<file path="config.mk">
export PLATFORM = sky130hd
export DESIGN_NAME = ad9783_spi_rdback_flat
export DESIGN_NICKNAME = d
export VERILOG_FILES = /design/src/rtl/ad9783_spi_pkg.sv /design/src/rtl/ad9783_spi_rdback_if.sv /design/src/rtl/spi_sclk_gen.sv /design/src/rtl/ad9783_spi_rdback.sv /design/src/flat_wrapper.sv
export SDC_FILE = /design/constraint.sdc
export NUM_CORES = 1
export LEC_CHECK = 0
export BUFFER_PORTS_ARGS = -buffer_cell sky130_fd_sc_hd__buf_2
export CAP_MARGIN = 20
export CORE_MARGIN = 10
export CORE_UTILIZATION = 50
export DETAILED_ROUTE_END_ITERATION = 12
export PLACE_DENSITY = 0.76
export SYNTH_ARGS = -nofsm -noshare
export SYNTH_HDL_FRONTEND = slang
export SYNTH_SLANG_ARGS = --single-unit
</file>
<file path="constraint.sdc">
create_clock -name clk_5m_bufg -period 2.3 [get_ports clk_5m_bufg]
set_clock_uncertainty 0.1 [all_clocks]
set_input_delay 0.23 -clock clk_5m_bufg [delete_from_list [all_inputs] [get_ports clk_5m_bufg]]
set_output_delay 0.23 -clock clk_5m_bufg [all_outputs]
set_load 0.1 [all_outputs]
</file>
<file path="src/rtl/ad9783_spi_pkg.sv">
// Shared AD9783 SPI definitions: read-master FSM states, instruction byte layout
// and register map used by both the read and write paths.
package ad9783_spi_pkg;

  localparam int unsigned ADDR_W = 5;
  localparam int unsigned LEN_W  = 2;
  localparam int unsigned DATA_W = 32;

  localparam int unsigned INSTR_RW_BIT   = 7;
  localparam int unsigned INSTR_N_MSB    = 6;
  localparam int unsigned INSTR_N_LSB    = 5;
  localparam int unsigned INSTR_ADDR_MSB = 4;
  localparam int unsigned INSTR_ADDR_LSB = 0;

  localparam logic [ADDR_W-1:0] REG_SPI_CTRL     = 5'h00;
  localparam logic [ADDR_W-1:0] REG_DATA_CTRL    = 5'h02;
  localparam logic [ADDR_W-1:0] REG_POWER_DOWN   = 5'h03;
  localparam logic [ADDR_W-1:0] REG_SETUP_HOLD   = 5'h04;
  localparam logic [ADDR_W-1:0] REG_TIMING_ADJ   = 5'h05;
  localparam logic [ADDR_W-1:0] REG_SEEK         = 5'h06;
  localparam logic [ADDR_W-1:0] REG_MIX_MODE     = 5'h0A;
  localparam logic [ADDR_W-1:0] REG_DAC1_FSC     = 5'h0B;
  localparam logic [ADDR_W-1:0] REG_DAC1_FSC_MSB = 5'h0C;
  localparam logic [ADDR_W-1:0] REG_DAC2_FSC     = 5'h0F;
  localparam logic [ADDR_W-1:0] REG_DAC2_FSC_MSB = 5'h10;

  typedef enum logic [2:0] {
    ST_IDLE, ST_SETUP, ST_INSTR, ST_DATA, ST_HOLD, ST_GAP
  } rd_state_e;

  typedef struct packed {
    logic [LEN_W-1:0]  len;
    logic [ADDR_W-1:0] addr;
  } rd_cmd_t;

  // Read instruction: R/W=1, byte count minus one, register address.
  function automatic logic [7:0] instr_byte(input rd_cmd_t cmd);
    logic [7:0] b;
    b = '0;
    b[INSTR_RW_BIT]                   = 1'b1;
    b[INSTR_N_MSB:INSTR_N_LSB]        = cmd.len;
    b[INSTR_ADDR_MSB:INSTR_ADDR_LSB]  = cmd.addr;
    return b;
  endfunction

endpackage

</file>
<file path="src/rtl/ad9783_spi_rdback_if.sv">
// Request/response handshake and 3-wire SPI pins of the AD9783 read master.
interface ad9783_spi_rdback_if;
  import ad9783_spi_pkg::*;

  logic              rd_req;
  logic [ADDR_W-1:0] rd_addr;
  logic [LEN_W-1:0]  rd_len;
  logic              rd_abort;
  logic              rd_busy;
  logic              rd_done;
  logic              rd_aborted;
  logic [DATA_W-1:0] rd_data;
  logic              spi_csb;
  logic              spi_clk;
  logic              spi_sda_o;
  logic              spi_sda_oe;
  logic              spi_sda_i;

  modport master (
    output rd_req, rd_addr, rd_len, rd_abort, spi_sda_i,
    input  rd_busy, rd_done, rd_aborted, rd_data,
    input  spi_csb, spi_clk, spi_sda_o, spi_sda_oe
  );

  modport slave (
    input  rd_req, rd_addr, rd_len, rd_abort, spi_sda_i,
    output rd_busy, rd_done, rd_aborted, rd_data,
    output spi_csb, spi_clk, spi_sda_o, spi_sda_oe
  );
endinterface

</file>
<file path="src/rtl/spi_sclk_gen.sv">
// SPI clock generator: while run is high, spi clock toggles every SCLK_HALF
// clocks starting low; rise_c/fall_c flag the edge that changes it.
module spi_sclk_gen #(
  parameter int unsigned SCLK_HALF = 2
) (
  input  logic clk,
  input  logic rst_n,
  input  logic run,
  output logic sclk,
  output logic rise_c,
  output logic fall_c
);

  localparam int unsigned CNT_W = (SCLK_HALF > 1) ? $clog2(SCLK_HALF) : 1;
  localparam logic [CNT_W-1:0] CNT_LAST = CNT_W'(SCLK_HALF - 1);

  logic [CNT_W-1:0] cnt;
  logic             half_end_c;

  assign half_end_c = run && (cnt == CNT_LAST);
  assign rise_c     = half_end_c && !sclk;
  assign fall_c     = half_end_c && sclk;

  always_ff @(posedge clk or negedge rst_n) begin
    if (!rst_n) begin
      cnt  <= '0;
      sclk <= 1'b0;
    end else if (!run) begin
      cnt  <= '0;
      sclk <= 1'b0;
    end else if (half_end_c) begin
      cnt  <= '0;
      sclk <= ~sclk;
    end else begin
      cnt  <= cnt + CNT_W'(1);
    end
  end

endmodule

</file>
<file path="src/rtl/ad9783_spi_rdback.sv">
// AD9783 3-wire SPI read master: sends a read instruction, turns SDIO around
// and collects 1..4 bytes, first byte most significant.
module ad9783_spi_rdback
  import ad9783_spi_pkg::*;
#(
  parameter int unsigned SCLK_HALF = 2,
  parameter int unsigned GAP_CYC   = 4
) (
  input  logic                clk_5m_bufg,
  input  logic                rst_glb,
  ad9783_spi_rdback_if.slave  bus
);

  localparam int unsigned CNT_MAX = (SCLK_HALF > GAP_CYC) ? SCLK_HALF : GAP_CYC;
  localparam int unsigned CNT_W   = $clog2(CNT_MAX + 1);
  localparam logic [CNT_W-1:0] SETUP_LAST = CNT_W'(SCLK_HALF);
  localparam logic [CNT_W-1:0] HOLD_LAST  = CNT_W'(SCLK_HALF - 1);
  localparam logic [CNT_W-1:0] GAP_LAST   = CNT_W'(GAP_CYC - 1);

  rd_state_e         state;
  logic [LEN_W-1:0]  len_q;
  logic [CNT_W-1:0]  cnt;
  logic [4:0]        bit_cnt;
  logic [7:0]        tx_sh;
  logic [DATA_W-1:0] rx_sh;
  logic [DATA_W-1:0] data;
  logic              csb, sda_o, sda_oe, busy, done, aborted;
  logic              sclk;
  logic              run_c, rise_c, fall_c, active_c, last_data_c;
  rd_cmd_t           req_cmd_c;

  assign req_cmd_c   = '{len: bus.rd_len, addr: bus.rd_addr};
  assign active_c    = state inside {ST_SETUP, ST_INSTR, ST_DATA, ST_HOLD};
  // Gating with abort parks spi_clk low on the same edge that raises CSB.
  assign run_c       = ((state == ST_INSTR) || (state == ST_DATA)) && !bus.rd_abort;
  assign last_data_c = (bit_cnt == {len_q, 3'b111});

  spi_sclk_gen #(.SCLK_HALF(SCLK_HALF)) u_sclk_gen (
    .clk    (clk_5m_bufg),
    .rst_n  (rst_glb),
    .run    (run_c),
    .sclk   (sclk),
    .rise_c (rise_c),
    .fall_c (fall_c)
  );

  always_ff @(posedge clk_5m_bufg or negedge rst_glb) begin
    if (!rst_glb) begin
      state   <= ST_IDLE;
      len_q   <= '0;
      cnt     <= '0;
      bit_cnt <= '0;
      tx_sh   <= '0;
      rx_sh   <= '0;
      data    <= '0;
      csb     <= 1'b1;
      sda_o   <= 1'b0;
      sda_oe  <= 1'b0;
      busy    <= 1'b0;
      done    <= 1'b0;
      aborted <= 1'b0;
    end else begin
      done    <= 1'b0;
      aborted <= 1'b0;
      if (active_c && bus.rd_abort) begin
        state   <= ST_GAP;
        cnt     <= '0;
        csb     <= 1'b1;
        sda_oe  <= 1'b0;
        sda_o   <= 1'b0;
        aborted <= 1'b1;
      end else begin
        case (state)
          ST_IDLE: if (bus.rd_req) begin
            len_q <= bus.rd_len;
            tx_sh <= instr_byte(req_cmd_c);
            rx_sh <= '0;
            cnt   <= '0;
            busy  <= 1'b1;
            state <= ST_SETUP;
          end
          // First SETUP clock drops CSB and presents the instruction MSB.
          ST_SETUP: begin
            if (cnt == '0) begin
              csb    <= 1'b0;
              sda_oe <= 1'b1;
              sda_o  <= tx_sh[7];
              tx_sh  <= {tx_sh[6:0], 1'b0};
            end
            if (cnt == SETUP_LAST) begin
              state   <= ST_INSTR;
              bit_cnt <= '0;
            end else begin
              cnt <= cnt + CNT_W'(1);
            end
          end
          ST_INSTR: if (fall_c) begin
            if (bit_cnt == 5'd7) begin
              state   <= ST_DATA;
              bit_cnt <= '0;
              sda_oe  <= 1'b0;
              sda_o   <= 1'b0;
            end else begin
              bit_cnt <= bit_cnt + 5'd1;
              sda_o   <= tx_sh[7];
              tx_sh   <= {tx_sh[6:0], 1'b0};
            end
          end
          ST_DATA: begin
            if (rise_c) rx_sh <= {rx_sh[DATA_W-2:0], bus.spi_sda_i};
            if (fall_c) begin
              if (last_data_c) begin
                state <= ST_HOLD;
                cnt   <= '0;
              end else begin
                bit_cnt <= bit_cnt + 5'd1;
              end
            end
          end
          ST_HOLD: begin
            if (cnt == HOLD_LAST) begin
              state <= ST_GAP;
              cnt   <= '0;
              csb   <= 1'b1;
              done  <= 1'b1;
              data  <= rx_sh;
            end else begin
              cnt <= cnt + CNT_W'(1);
            end
          end
          ST_GAP: begin
            if (cnt == GAP_LAST) begin
              state <= ST_IDLE;
              busy  <= 1'b0;
            end else begin
              cnt <= cnt + CNT_W'(1);
            end
          end
          default: state <= ST_IDLE;
        endcase
      end
    end
  end

  assign bus.spi_csb    = csb;
  assign bus.spi_clk    = sclk;
  assign bus.spi_sda_o  = sda_o;
  assign bus.spi_sda_oe = sda_oe;
  assign bus.rd_busy    = busy;
  assign bus.rd_done    = done;
  assign bus.rd_aborted = aborted;
  assign bus.rd_data    = data;

endmodule
</file>
<file path="src/flat_wrapper.sv">
// flat-port wrapper written by rule: the top's interface ports become plain ports
module ad9783_spi_rdback_flat import ad9783_spi_pkg::*;
#(
  parameter int unsigned SCLK_HALF = 2,
  parameter int unsigned GAP_CYC   = 4
)
  (clk_5m_bufg, rst_glb, bus_rd_req, bus_rd_addr, bus_rd_len, bus_rd_abort, bus_spi_sda_i, bus_rd_busy, bus_rd_done, bus_rd_aborted, bus_rd_data, bus_spi_csb, bus_spi_clk, bus_spi_sda_o, bus_spi_sda_oe);
  ad9783_spi_rdback_if bus_i ();
  input  logic clk_5m_bufg;
  input  logic rst_glb;
  input wire logic [$bits(bus_i.rd_req)-1:0] bus_rd_req;
  input wire logic [$bits(bus_i.rd_addr)-1:0] bus_rd_addr;
  input wire logic [$bits(bus_i.rd_len)-1:0] bus_rd_len;
  input wire logic [$bits(bus_i.rd_abort)-1:0] bus_rd_abort;
  input wire logic [$bits(bus_i.spi_sda_i)-1:0] bus_spi_sda_i;
  output wire logic [$bits(bus_i.rd_busy)-1:0] bus_rd_busy;
  output wire logic [$bits(bus_i.rd_done)-1:0] bus_rd_done;
  output wire logic [$bits(bus_i.rd_aborted)-1:0] bus_rd_aborted;
  output wire logic [$bits(bus_i.rd_data)-1:0] bus_rd_data;
  output wire logic [$bits(bus_i.spi_csb)-1:0] bus_spi_csb;
  output wire logic [$bits(bus_i.spi_clk)-1:0] bus_spi_clk;
  output wire logic [$bits(bus_i.spi_sda_o)-1:0] bus_spi_sda_o;
  output wire logic [$bits(bus_i.spi_sda_oe)-1:0] bus_spi_sda_oe;
  assign bus_i.rd_req = bus_rd_req;
  assign bus_i.rd_addr = bus_rd_addr;
  assign bus_i.rd_len = bus_rd_len;
  assign bus_i.rd_abort = bus_rd_abort;
  assign bus_i.spi_sda_i = bus_spi_sda_i;
  assign bus_rd_busy = bus_i.rd_busy;
  assign bus_rd_done = bus_i.rd_done;
  assign bus_rd_aborted = bus_i.rd_aborted;
  assign bus_rd_data = bus_i.rd_data;
  assign bus_spi_csb = bus_i.spi_csb;
  assign bus_spi_clk = bus_i.spi_clk;
  assign bus_spi_sda_o = bus_i.spi_sda_o;
  assign bus_spi_sda_oe = bus_i.spi_sda_oe;
  ad9783_spi_rdback #(.SCLK_HALF(SCLK_HALF), .GAP_CYC(GAP_CYC)) u_core (.clk_5m_bufg(clk_5m_bufg), .rst_glb(rst_glb), .bus(bus_i));
endmodule
</file>
==> impl_summary.txt, run 1 <==
----------------------------------------------------
[Clock tree]
  CTS tree ... done
  Clock net sink count ... 93
  Root Buffer ... sky130_fd_sc_hd__clkbuf_8
  Max clock buf depth ... 2
  Worst-Skew Late Latency ... between 300 and 400 ps
  Clock input transition at the sequential cells of the worst setup and hold paths ... roughly 100 ps
  Number of buffers created by CTS ... 9
  Number of H-tree levels ... 3

[Timing]
  Period utilization ... 93.5%
  Max Clk Rate ... about 460 MHz
  Final-layout setup total negative slack ... 0 ps
  Final setup violation count ... 0
  Unrepaired setup endpoints after global routing ... no
  Final Max Slew Viols ... 0
  Headroom to the max-slew limit ... between 60% and 70%
  Period minus WS final ... 2150 ps
  Number of failing hold endpoints at the final stage ... 0
  Slew at the pin closest to its max-slew limit ... between 500 and 600 ps

[Job]
  Number of violations of the max-capacitance limit ... 0

[Power and ir drop]
  Switching portion of total power ... between 30% and 40%
  Part of the power in combinational logic ... between 30% and 40%
  Leakage power ... 2.66 nW
  Switching power summed over all nets ... roughly 1.7 mW
  Peak supply drop ... about 0.00042 V
  Design internal power ... between 2 and 3 mW
  Seq pwr share ... a little over two fifths
  Power density of the placed cells ... roughly 910 nW/µm²
  Clock share of power ... around a quarter

[Synthesis]
  Number of synthesized flops with an enable pin ... 0
  Number of distinct standard cells referenced by the synthesized netlist ... just under 50
  FFs w/ async S/R, synth ... between 90% and 100%
  Mapped Cells ... about 460
  Number of nets produced by synthesis ... roughly 470
  Syn Area/Cell ... roughly 9.3 µm²
  Synth warnings ... 0
  Mapped Area ... 4240 µm²
  Sequential element share of the synthesized area ... between 50% and 60%
  Top_reg_cell synth ... sky130_fd_sc_hd__dfrtp_1
  Synthesized flop and latch total ... 93

[Layout]
  Leading cell type in the layout, fill and taps excluded ... sky130_fd_sc_hd__nand2_1
  Fraction of layout instances using a drive strength above 1 ... around 22%
  Highest-count cells in the layout ignoring fill and taps ... sky130_fd_sc_hd__nand2_1, sky130_fd_sc_hd__dfrtp_1, sky130_fd_sc_hd__buf_2
  Layout-stage area growth over the synthesis result ... 16.0%
  Final standard cell utilization of the core ... between 50% and 60%
  Nets ... 532
  Fill cell count ... between 700 and 800
  Inserted Diodes ... 0

[Worst setup path]
  Ordered list of cells on the worst path ... ha_1 -> ha_1 -> a21oi_1 -> nor2_1 -> a21oi_1 -> o2111a_1 -> mux2_2
  Critical path endpoint category ... register
  Gate family responsible for the most delay along the worst path ... compound AO/OA/AOI/OAI gates
  Sort of element at the start of the critical path ... register
  Worst-path maximum fanout ... 5
  Slowest cell on the critical path ... sky130_fd_sc_hd__dfrtp_1
  Delay of the slowest cell on the worst path ... between 400 and 500 ps
  Required time at the worst-slack endpoint ... approximately 2500 ps
  Critical Setup Path Class ... reg -> reg
  Number of cells on the worst reg-to-reg path ... 7
  Critical path depth in cells ... 7
  Number of buffer and inverter instances along the worst setup path ... 0
  Critical Path AT ... roughly 2300 ps

[Outcome]
  Run status ... complete, no violations

[Floorplanning]
  Cell row count ... 33
  Num ports ... 51
  Starting density of the core ... 51.5%
  Overall die width ... around 110 µm
  Vert. Die Dim ... 112 µm
  Placeable core area ... between 8000 and 9000 µm²
  Area of the die ... around 13000 µm²

[Global routing]
  Gr usage total ... about 15%
  Total grt overflow ... 0
  Number of global-route vias before repair ... about 3300
  Largest net degree at the start of global routing ... 42
  Global-route wire length before repair ... around 16 mm
  Initial antenna violation count ... 0

[Routing]
  Number of DRC violations after detailed-routing iteration 0 ... roughly 180
  Total length of routed wires ... 9.19 mm
  Count of antenna-violating nets left after detailed routing ... 0
  Via count normalized by instance count ... ~5.3
  Average detailed-routed wire length per instance ... roughly 15 µm
  Total number of vias ... between 3000 and 4000
  Number of design rule violations left after detail routing ... 0
  Drt first pass iters ... 4

[Placement]
  Global placement routability congestion ... around 0.92
  Number of input and output port buffers inserted ... 50
  Dpl hpwl ... around 6.5 mm

[Worst hold path]
  Cell depth of the worst min-delay path ... 3
  Min-Delay Path Class ... in -> reg

----------------------------------------------------
## power groups by stage
stage / Combinational (mW) / Clock (mW) / Sequential [mW]
6_report: 1.47 / 1.05 / 1.95
3_3_place_gp: 1.44 / 0 / 1.97
5_1_grt: 1.61 / 1.15 / 1.98
3_5_place_dp: 1.47 / 0 / 1.99
2_1_floorplan: 0.847 / 0 / 2.20
4_1_cts: 1.47 / 1.08 / 1.95
## metrics by stage
stage / hold WS (ps) / cell area, µm² / std cells / power, mW / worst slack, ps
floorplan: -166 / 4240 / 456 / 3.05 / 95.5
global placement: 149 / 4700 / 606 / 3.41 / 72.3
detailed placement: 155 / 4700 / 606 / 3.45 / 42.7
CTS: 7.06 / 4900 / 623 / 4.50 / 30.8
global route: 30.6 / 4910 / 624 / 4.74 / 24.0
finish: 17.6 / 4910 / 624 / 4.47 / 149
## cells in the mapped netlist (2+ instances only)
| master | instances | area share (%) |
|---|---|---|
| sky130_fd_sc_hd__xnor2_1 | 2 | 0.41 |
| sky130_fd_sc_hd__nor2_1 | 15 | 1.3 |
| sky130_fd_sc_hd__dfrtp_1 | 92 | 54 |
| sky130_fd_sc_hd__inv_1 | 9 | 0.80 |
| sky130_fd_sc_hd__mux2_2 | 20 | 5.3 |
| sky130_fd_sc_hd__clkbuf_1 | 14 | 1.2 |
| sky130_fd_sc_hd__nor2b_1 | 8 | 1.2 |
| sky130_fd_sc_hd__or4_1 | 2 | 0.35 |
| sky130_fd_sc_hd__a22oi_1 | 2 | 0.35 |
| sky130_fd_sc_hd__o211a_1 | 3 | 0.71 |
| sky130_fd_sc_hd__ha_1 | 6 | 1.8 |
| sky130_fd_sc_hd__a21oi_1 | 10 | 1.2 |
| sky130_fd_sc_hd__mux2i_1 | 4 | 0.95 |
| sky130_fd_sc_hd__nand3_1 | 39 | 4.6 |
| sky130_fd_sc_hd__o21ai_0 | 4 | 0.47 |
| sky130_fd_sc_hd__buf_1 | 3 | 0.27 |
| sky130_fd_sc_hd__nor3_1 | 3 | 0.35 |
| sky130_fd_sc_hd__buf_2 | 4 | 0.47 |
| sky130_fd_sc_hd__nand2_1 | 179 | 16 |
| sky130_fd_sc_hd__nand2b_1 | 6 | 0.89 |
| sky130_fd_sc_hd__nor4_1 | 2 | 0.30 |
| sky130_fd_sc_hd__xor2_1 | 2 | 0.41 |
## flip-flops by register name (all words and copies together) (netlist names)
register,cells
u_core.bus.rd_done,1
u_core.bus.spi_csb,1
u_core.len_q,2
u_core.tx_sh,8
u_core.bus.rd_busy,1
u_core.bit_cnt,5
u_core.bus.spi_sda_o,1
u_core.bus.rd_aborted,1
u_core.bus.rd_data,32
u_core.cnt,3
u_core.bus.spi_sda_oe,1
u_core.u_sclk_gen.cnt,1
u_core.u_sclk_gen.sclk,1
u_core.rx_sh,32
u_core.state,3
## cell type report
class / instances / area [µm²] / area share (%)
Inverter: 9 / 33.8 / 0.688
Timing Repair Buffer: 69 / 435 / 8.86
Sequential cell: 93 / 2330 / 47.4
Clock inverter: 7 / 68.8 / 1.40
Multi-Input combinational cell: 332 / 1790 / 36.4
Tap cell: 105 / 131 / 2.67
Clock buffer: 9 / 124 / 2.52
## logic make-up after synthesis
logic type / synth area share [%]
XOR/XNOR: 0.827
AND/OR/NAND/NOR: 26.8
adder cells (fa/ha/maj): 1.77
buffers and inverters: 2.95
flip-flops: 55.0
multiplexers: 6.26
AO/OA/AOI/OAI: 6.44
## what timing repair did
item	in CTS	in global routing
hold endpoints to repair	38	0
hold buffers	1	0
resized for setup	0	1
setup buffers	0	1
setup endpoints to repair	0	10
## tightest hold or removal path, delay by kind of cell
| kind | cells | cell delay (ps) |
|---|---|---|
| buffers and inverters | 1 | 100 |
| AND/OR/NAND/NOR | 2 | 120 |
## path summary, 6_finish.rpt
kind | endpoint | slack [ps] | start
worst max register to register | u_core.cnt[1]$_DFFE_PN0P_ | 150 | u_core.cnt[0]$_DFFE_PN0P_
min in group asynchronous | u_core.tx_sh[2]$_DFFE_PN0P_ | 290 | rst_glb
worst min register to register | u_core.bus.rd_data[14]$_DFFE_PN0P_ | 380 | u_core.bus.rd_data[14]$_DFFE_PN0P_
max in group asynchronous | u_core.rx_sh[6]$_DFFE_PN0P_ | 1150 | rst_glb
worst min-delay path | u_core.rx_sh[0]$_DFFE_PN0P_ | 20 | bus_spi_sda_i
worst max-delay path | u_core.cnt[1]$_DFFE_PN0P_ | 150 | u_core.cnt[0]$_DFFE_PN0P_
## metal layers
metal  global-route usage (%)  routed length (µm)  vias to the layer above
li1                         -                   -                     1616
met1                     20.1                4230                     1608
met2                     23.9                4380                       75
met3                     3.89                 485                       10
met4                     3.81                  82                        0
met5                        0                   0                        -
Note: power is estimated with default switching activity, not from simulation.
==> run 2: changes to the inputs <==
--- a/config.mk
+++ b/config.mk
@@ -10,7 +10,8 @@
 export CORE_MARGIN = 10
 export CORE_UTILIZATION = 50
 export DETAILED_ROUTE_END_ITERATION = 12
-export PLACE_DENSITY = 0.76
+export PLACE_DENSITY = 0.79
 export SYNTH_ARGS = -nofsm -noshare
 export SYNTH_HDL_FRONTEND = slang
 export SYNTH_SLANG_ARGS = --single-unit
+export TNS_END_PERCENT = 20
==> constraint.sdc (replaced) <==
create_clock -name clk_5m_bufg -period 1.75 [get_ports clk_5m_bufg]
set_clock_uncertainty 0.1 [all_clocks]
set_input_delay 0.175 -clock clk_5m_bufg [delete_from_list [all_inputs] [get_ports clk_5m_bufg]]
set_output_delay 0.175 -clock clk_5m_bufg [all_outputs]
set_load 0.1 [all_outputs]
==> run 2 against run 1 <==
Net effect: the run now ends with negative setup slack left; sequential share of layout area down 6.6 points; routed wire length increased by 30%; final area up 17%; maximum frequency rose by 0.16%; combinational power up 110%; setup slack got worse by 550 ps; clock power is 42% higher; core utilization up 9.9 points; register-to-register slack worse by 550 ps; clock-buffer cell count rose by 1; total power is 59% higher; global-route usage rose by 2.8 points; critical path type unchanged; largest cell class unchanged.
==> impl_summary.txt, run 2 (same netlist as run 1, synthesis figures left out) <==
----------------------------------------------------
[Worst setup path]
  Capturing point of the worst reg2reg path ... u_core.state[0]$_DFFE_PN0P_
  Delay of the slowest cell on the worst path ... slightly above 500 ps
  Startpoint of the most critical setup path ... u_core.bit_cnt[1]$_DFFE_PN0P_
  Critical Setup Path Class ... reg -> reg
  Critical Path AT ... roughly 2300 ps
  Crit path to ... u_core.state[0]$_DFFE_PN0P_
  Flop2flop setup slack ... -400 ps
  Critical path endpoint category ... register
  Gate family responsible for the most delay along the worst path ... simple AND/OR/NAND/NOR gates
  Number of buffer and inverter instances along the worst setup path ... 1
  Critical path depth in cells ... 7
  Sort of element at the start of the critical path ... register
  Ordered list of cells on the worst path ... ha_4 -> or4bb_4 -> buf_6 -> a22oi_2 -> o211a_1 -> nor3_1 -> nor4_1
  Slowest cell on the critical path ... sky130_fd_sc_hd__or4bb_4
  Required time at the worst-slack endpoint ... ~1900 ps
  Worst-path maximum fanout ... 4
  Startpoint of the lowest-slack register-to-register path ... u_core.bit_cnt[1]$_DFFE_PN0P_
  Number of cells on the worst reg-to-reg path ... 7

[Global routing]
  Gr usage total ... 17.9%
  Number of global-route vias before repair ... around 3900
  Global-route wire length before repair ... 18.8 mm
  Largest net degree at the start of global routing ... 36
  Initial antenna violation count ... 0
  Total grt overflow ... 0

[Power and ir drop]
  Peak supply drop ... roughly 0.00074 V
  Leakage power ... 3.02 nW
  Switching portion of total power ... ~37%
  Clock share of power ... a little over a fifth
  Design internal power ... approximately 4.5 mW
  Part of the power in combinational logic ... a little over two fifths
  Switching power summed over all nets ... 2.66 mW
  Seq pwr share ... a little over a third
  Power density of the placed cells ... between 1000 and 1500 nW/µm²
  Final Total Pwr ... between 7 and 8 mW

[Layout]
  Leading cell type in the layout, fill and taps excluded ... sky130_fd_sc_hd__nand2_1
  Highest-count cells in the layout ignoring fill and taps ... sky130_fd_sc_hd__nand2_1, sky130_fd_sc_hd__dfrtp_1, sky130_fd_sc_hd__buf_4
  Nets ... 593
  Final cell count without fillers ... 685
  Layout-stage area growth over the synthesis result ... 35.2%
  Fill cell count ... between 500 and 600
  Inserted Diodes ... 0
  Fraction of layout instances using a drive strength above 1 ... a little under two fifths
  Final standard cell utilization of the core ... around 70%

[Timing]
  Final worst slack ... -397 ps
  Period utilization ... 123%
  Final setup violation count ... 74
  Slew at the pin closest to its max-slew limit ... about 630 ps
  Headroom to the max-slew limit ... a little under three fifths
  Number of failing hold endpoints at the final stage ... 0
  Period minus WS final ... about 2100 ps
  Max Clk Rate ... about 470 MHz
  Unrepaired setup endpoints after global routing ... yes
  Worst hold slack ... between 30 and 40 ps
  Final-layout setup total negative slack ... -6760 ps
  Final Max Slew Viols ... 0

[Placement]
  Placed Instances ... roughly 650
  Dpl hpwl ... ~7.1 mm
  Global placement routability congestion ... roughly 0.96
  Number of input and output port buffers inserted ... 50

[Routing]
  Number of design rule violations left after detail routing ... 0
  Number of DRC violations after detailed-routing iteration 0 ... around 270
  Via count normalized by instance count ... around 5.5
  Drt first pass iters ... 5
  Count of antenna-violating nets left after detailed routing ... 0
  Total length of routed wires ... between 10 and 15 mm
  Average detailed-routed wire length per instance ... ~17 µm
  Total number of vias ... around 3800

[Clock tree]
  Root Buffer ... sky130_fd_sc_hd__clkbuf_8
  Clock input transition at the sequential cells of the worst setup and hold paths ... roughly 90 ps
  Worst-Skew Late Latency ... 370 ps
  Number of H-tree levels ... 3
  CTS tree ... done
  Max clock buf depth ... 2
  Number of buffers created by CTS ... 9
  Clock net sink count ... 93

[Floorplanning]
  Num ports ... 51
  Placeable core area ... about 8000 µm²
  Vert. Die Dim ... 112 µm
  Starting density of the core ... approximately 52%
  Overall die width ... approximately 110 µm
  Cell row count ... 33
  Area of the die ... 12600 µm²

[Job]
  Number of violations of the max-capacitance limit ... 0

[Outcome]
  Run status ... complete, but fails checks
  Violated checks ... negative setup slack

[Worst hold path]
  Min-Delay Path Class ... in -> reg
  Cell depth of the worst min-delay path ... 3

----------------------------------------------------
-- run 2: worst register-to-register path, stage by stage, from the launching register on --
cell and delay (ps):
sky130_fd_sc_hd__dfrtp_1 430, sky130_fd_sc_hd__ha_4 170, sky130_fd_sc_hd__or4bb_4 510, sky130_fd_sc_hd__buf_6 150, sky130_fd_sc_hd__a22oi_2 140, sky130_fd_sc_hd__o211a_1 230, sky130_fd_sc_hd__nor3_1 80, sky130_fd_sc_hd__nor4_1 230
-- run 2: final cells by class --
class                   instances  area, µm²  share of cell area (%)
repair buffers                130        963                    16.8
flip-flops and latches         93       2340                    40.8
clock inverters                 6       71.3                    1.25
clock buffers                  10        128                    2.23
well taps                     105        131                    2.30
multi-input cells             332       2060                    36.0
inverters                       9       33.8                   0.590
-- run 2: power groups by stage --
stage / clock network (mW) / logic [mW] / registers [mW]
after floorplan: 0 / 1.18 / 2.90
after global placement: 0 / 2.33 / 2.56
after detailed placement: 0 / 2.40 / 2.57
after CTS: 1.49 / 2.65 / 2.54
after global routing: 1.60 / 3.20 / 2.62
final: 1.49 / 3.03 / 2.59
-- run 2: through the flow --
stage / setup slack, ps / area [µm²]
detailed placement: -337 / 5090
floorplan: -299 / 4290
global route: -421 / 5720
finish: -397 / 5720
global placement: -238 / 5090
CTS: -240 / 5530
-- run 2: how the worst min path moves through the flow --
stage	from	end	slack [ps]
after floorplan	rst_glb	u_core.bit_cnt[0]$_DFFE_PN0P_	-220
after global placement	rst_glb	u_core.len_q[0]$_DFFE_PN0P_	20
after detailed placement	rst_glb	u_core.len_q[1]$_DFFE_PN0P_	30
after CTS	bus_rd_abort	u_core.state[1]$_DFFE_PN0P_	20
after global routing	bus_rd_abort	u_core.state[1]$_DFFE_PN0P_	40
final	bus_rd_req	u_core.bus.rd_busy$_DFFE_PN0P_	30
-- run 2: routing by layer --
metal / share of wire [%] / up-vias / track usage, %
met2: 49 / 155 / 29.3
met5: 0 / - / 0
met3: 6.1 / 55 / 4.90
met1: 41 / 1835 / 21.6
li1: - / 1741 / -
met4: 4.2 / 0 / 8.12
-- run 2: timing repair --
item,CTS,global route
hold buffers,4,0
setup buffers,11,7
pin swaps,18,7
gates resized for setup,32,33
endpoints found under the hold margin,83,0
endpoints found under the setup margin,81,89
==> run 3: changes to the inputs <==
--- a/config.mk
+++ b/config.mk
@@ -5,12 +5,14 @@
 export SDC_FILE = /design/constraint.sdc
 export NUM_CORES = 1
 export LEC_CHECK = 0
+export ABC_AREA = 1
 export BUFFER_PORTS_ARGS = -buffer_cell sky130_fd_sc_hd__buf_2
 export CAP_MARGIN = 20
 export CORE_MARGIN = 10
 export CORE_UTILIZATION = 50
 export DETAILED_ROUTE_END_ITERATION = 12
-export PLACE_DENSITY = 0.79
+export MAX_ROUTING_LAYER = met4
+export PLACE_DENSITY = 0.76
 export SYNTH_ARGS = -nofsm -noshare
 export SYNTH_HDL_FRONTEND = slang
 export SYNTH_SLANG_ARGS = --single-unit
==> constraint.sdc (replaced) <==
create_clock -name clk_5m_bufg -period 2.35 [get_ports clk_5m_bufg]
set_clock_uncertainty 0.1 [all_clocks]
set_input_delay 0.235 -clock clk_5m_bufg [delete_from_list [all_inputs] [get_ports clk_5m_bufg]]
set_output_delay 0.235 -clock clk_5m_bufg [all_outputs]
set_load 0.1 [all_outputs]
==> run 3 against run 2 <==
Net effect: sequential power down 20%; the flow now finishes without violations; clock-buffer cell count stayed put; critical endpoint is now u_core.tx_sh[7]$_DFFE_PN0P_; maximum frequency down 0.32%; die area rose by 1.4%; clock power is 17% lower; global-route usage is 3.5 points lower; combinational power fell by 2%; critical path type unchanged; largest power group unchanged; routed wire length down 28%.
==> impl_summary.txt, run 3 <==
----------------------------------------------------
[Clock tree]
  Root Buffer ... sky130_fd_sc_hd__clkbuf_8
  Clock input transition at the sequential cells of the worst setup and hold paths ... roughly 90 ps
  Max clock buf depth ... 2
  CTS tree ... done
  Resize count post-CTS ... 0
  Worst-Skew Late Latency ... between 300 and 400 ps
  Number of H-tree levels ... 3
  Clock net sink count ... 93
  Post-CTS setup buffer count ... 0
  Number of buffers created by CTS ... 9

[Power and ir drop]
  Leakage power ... around 2.5 nW
  Switching power summed over all nets ... about 3 mW
  Seq pwr share ... about a third
  Peak supply drop ... ~0.00073 V
  Part of the power in combinational logic ... 47.2%
  Final Total Pwr ... 6.26 mW
  Clock share of power ... between 10% and 20%
  Switching portion of total power ... a little under 50%
  Design internal power ... ~3.2 mW
  Power density of the placed cells ... between 1000 and 1500 nW/µm²

[Placement]
  Dpl hpwl ... just over 6 mm
  Standard cell area after detailed placement ... 4640 µm²
  Global placement routability congestion ... 0.878
  Number of input and output port buffers inserted ... 50

[Worst setup path]
  Critical Path AT ... around 2300 ps
  Number of cells on the worst reg-to-reg path ... 8
  Flop2flop setup slack ... 200 ps
  Worst-path maximum fanout ... 13
  Required time at the worst-slack endpoint ... 2490 ps
  Critical path endpoint category ... register
  Critical Setup Path Class ... reg -> reg
  Startpoint of the lowest-slack register-to-register path ... u_core.state[1]$_DFFE_PN0P_
  Capturing point of the worst reg2reg path ... u_core.tx_sh[7]$_DFFE_PN0P_
  Sort of element at the start of the critical path ... register

[Synthesis]
  Share of Yosys cell area claimed by the top area cell type ... 53.5%
  Cell with the most instances after synthesis ... sky130_fd_sc_hd__nand2_1
  Main area contributors after synthesis ... sky130_fd_sc_hd__dfrtp_1, sky130_fd_sc_hd__nand2_1, sky130_fd_sc_hd__mux2_2
  Synthesized flop and latch total ... 93
  FFs w/ async S/R, synth ... between 90% and 100%
  Commonest cells in the netlist ... sky130_fd_sc_hd__nand2_1, sky130_fd_sc_hd__dfrtp_1, sky130_fd_sc_hd__o21ai_1, sky130_fd_sc_hd__mux2_2
  Mapped Cells ... around 460
  Top_reg_cell synth ... sky130_fd_sc_hd__dfrtp_1
  Sequential element share of the synthesized area ... a little over half
  Number of distinct standard cells referenced by the synthesized netlist ... 32
  Number of nets produced by synthesis ... roughly 480
  Syn Area/Cell ... between 9 and 10 µm²
  Number of synthesized flops with an enable pin ... 0
  Synth warnings ... 0
  Mapped Area ... ~4300 µm²
  Largest area contributor in the synthesized netlist ... sky130_fd_sc_hd__dfrtp_1

[Worst hold path]
  Terminating pin of the worst hold path ... u_core.rx_sh[0]$_DFFE_PN0P_
  Min-delay src ... bus_spi_sda_i
  Min-Delay Path Class ... in -> reg
  Cell depth of the worst min-delay path ... 3

[Global routing]
  Number of global-route vias before repair ... 3200
  Gr usage total ... ~14%
  Largest net degree at the start of global routing ... 65
  Initial antenna violation count ... 0
  Global-route wire length before repair ... approximately 15 mm
  Total grt overflow ... 0

[Routing]
  Drt first pass iters ... 4
  Via count normalized by instance count ... roughly 5.1
  Number of DRC violations after detailed-routing iteration 0 ... around 220
  Total length of routed wires ... 8.63 mm
  Number of design rule violations left after detail routing ... 0
  Total number of vias ... 3171
  Count of antenna-violating nets left after detailed routing ... 0
  Average detailed-routed wire length per instance ... between 10 and 15 µm

[Layout]
  Leading cell type in the layout, fill and taps excluded ... sky130_fd_sc_hd__nand2_1
  Area of all placed cells without fillers ... 4890 µm²
  Nets ... 525
  Highest-count cells in the layout ignoring fill and taps ... sky130_fd_sc_hd__nand2_1, sky130_fd_sc_hd__dfrtp_1, sky130_fd_sc_hd__buf_2
  Inserted Diodes ... 0
  Fraction of layout instances using a drive strength above 1 ... 24.2%
  Fill cell count ... ~730
  Layout-stage area growth over the synthesis result ... 13.5%

[Timing]
  Max Clk Rate ... roughly 460 MHz
  Number of failing hold endpoints at the final stage ... 0
  Final-layout setup total negative slack ... 0 ps
  Period utilization ... roughly nine tenths
  Slew at the pin closest to its max-slew limit ... between 600 and 700 ps
  Headroom to the max-slew limit ... about three fifths
  Unrepaired setup endpoints after global routing ... no
  Final setup violation count ... 0
  Final Max Slew Viols ... 0
  Period minus WS final ... between 2000 and 2500 ps

[Floorplanning]
  Cell row count ... 33
  Starting density of the core ... 51.9%
  Overall die width ... 113 µm
  Vert. Die Dim ... 113 µm
  Placeable core area ... a little over 8000 µm²
  Area of the die ... about 13000 µm²
  Num ports ... between 50 and 60

[Job]
  Number of violations of the max-capacitance limit ... 0

[Outcome]
  Run status ... complete, no violations

----------------------------------------------------
==> run 3: cell types whose count changed in the layout (fill, tap and decap cells not counted), sizes merged, moves of 8 or more <==
| cell | previous run | this run |
|---|---|---|
| nor2b | 8 | 0 |
| mux2 | 20 | 32 |
| nand2 | 179 | 163 |
| nand3 | 39 | 21 |
| buf | 126 | 56 |
| a21oi | 11 | 2 |
| inv | 11 | 27 |
| o21ai | 4 | 56 |
| nor2 | 16 | 24 |
==> run 3: cells by family after synthesis <==
kind of cell | share of synthesized area [%]
AOI/OAI and AO/OA | 8.25
xor gates and xnor gates | 0.407
adders and majority gates | 1.74
buffers and inverters | 5.14
DFF | 54.1
muxes | 8.37
and+or+nand+nor | 22.0
==> run 3: final cells by class <==
cell class / instances / area, µm² / share of cell area, %
well taps: 105 / 131 / 2.69
flip-flops and latches: 93 / 2330 / 47.6
clock buffers: 10 / 138 / 2.81
multi-input cells: 322 / 1760 / 35.9
repair buffers: 57 / 345 / 7.06
inverters: 24 / 90.1 / 1.84
clock inverters: 6 / 100 / 2.05
==> run 3: how the worst max path moves through the flow <==
stage          slack [ps]                          end                                from
3_5_place_dp          220  u_core.tx_sh[7]$_DFFE_PN0P_         u_core.state[1]$_DFFE_PN0P_
5_1_grt                30  u_core.tx_sh[0]$_DFFE_PN0P_         u_core.state[1]$_DFFE_PN0P_
6_report              200  u_core.tx_sh[7]$_DFFE_PN0P_         u_core.state[1]$_DFFE_PN0P_
4_1_cts               210  u_core.tx_sh[7]$_DFFE_PN0P_         u_core.state[1]$_DFFE_PN0P_
2_1_floorplan         350  u_core.tx_sh[6]$_DFFE_PN0P_  u_core.u_sclk_gen.sclk$_DFFE_PN0P_
3_3_place_gp          340  u_core.tx_sh[0]$_DFFE_PN0P_         u_core.state[1]$_DFFE_PN0P_
==> run 3: repair_timing <==
item | 4_1_cts | 5_1_grt
endpoints found under the hold margin | 46 | 0
setup endpoints to repair | 0 | 0
hold buffers | 1 | 0
==> run 3: metrics by stage <==
stage	hold WS (ps)	std cells	utilization [%]	setup slack, ps
6_report	35.0	617	58.9	196
5_1_grt	42.6	617	58.9	26.3
4_1_cts	20.5	617	58.9	208
3_5_place_dp	201	600	55.9	221
3_3_place_gp	191	600	55.9	338
2_1_floorplan	-161	457	-	350
==> run 3: power by group through the flow <==
stage	combinational (mW)	clock [mW]	sequential [mW]
CTS	2.98	1.27	2.07
finish	2.96	1.24	2.07
global route	3.21	1.34	2.11
floorplan	1.50	0	3.11
detailed placement	2.97	0	2.10
global placement	2.91	0	2.09
==> run 3: critical path, cell delays in order, from the launching register on <==
cell and delay, ps:
sky130_fd_sc_hd__dfrtp_1 530, sky130_fd_sc_hd__nor2_4 210, sky130_fd_sc_hd__nand2_2 130, sky130_fd_sc_hd__nand3_2 270, sky130_fd_sc_hd__nand2_1 130, sky130_fd_sc_hd__nor2_2 240, sky130_fd_sc_hd__nand2_2 230, sky130_fd_sc_hd__nand2_1 140
sky130_fd_sc_hd__o21ai_2 60
==> run 3: layer usage <==
metal | routed length [µm] | track usage (%) | up-vias
li1 | - | - | 1596
met1 | 3960 | 17.5 | 1524
met2 | 4240 | 22.8 | 42
met3 | 327 | 3.80 | 9
met4 | 97 | 4.57 | 0
met5 | 0 | - | -
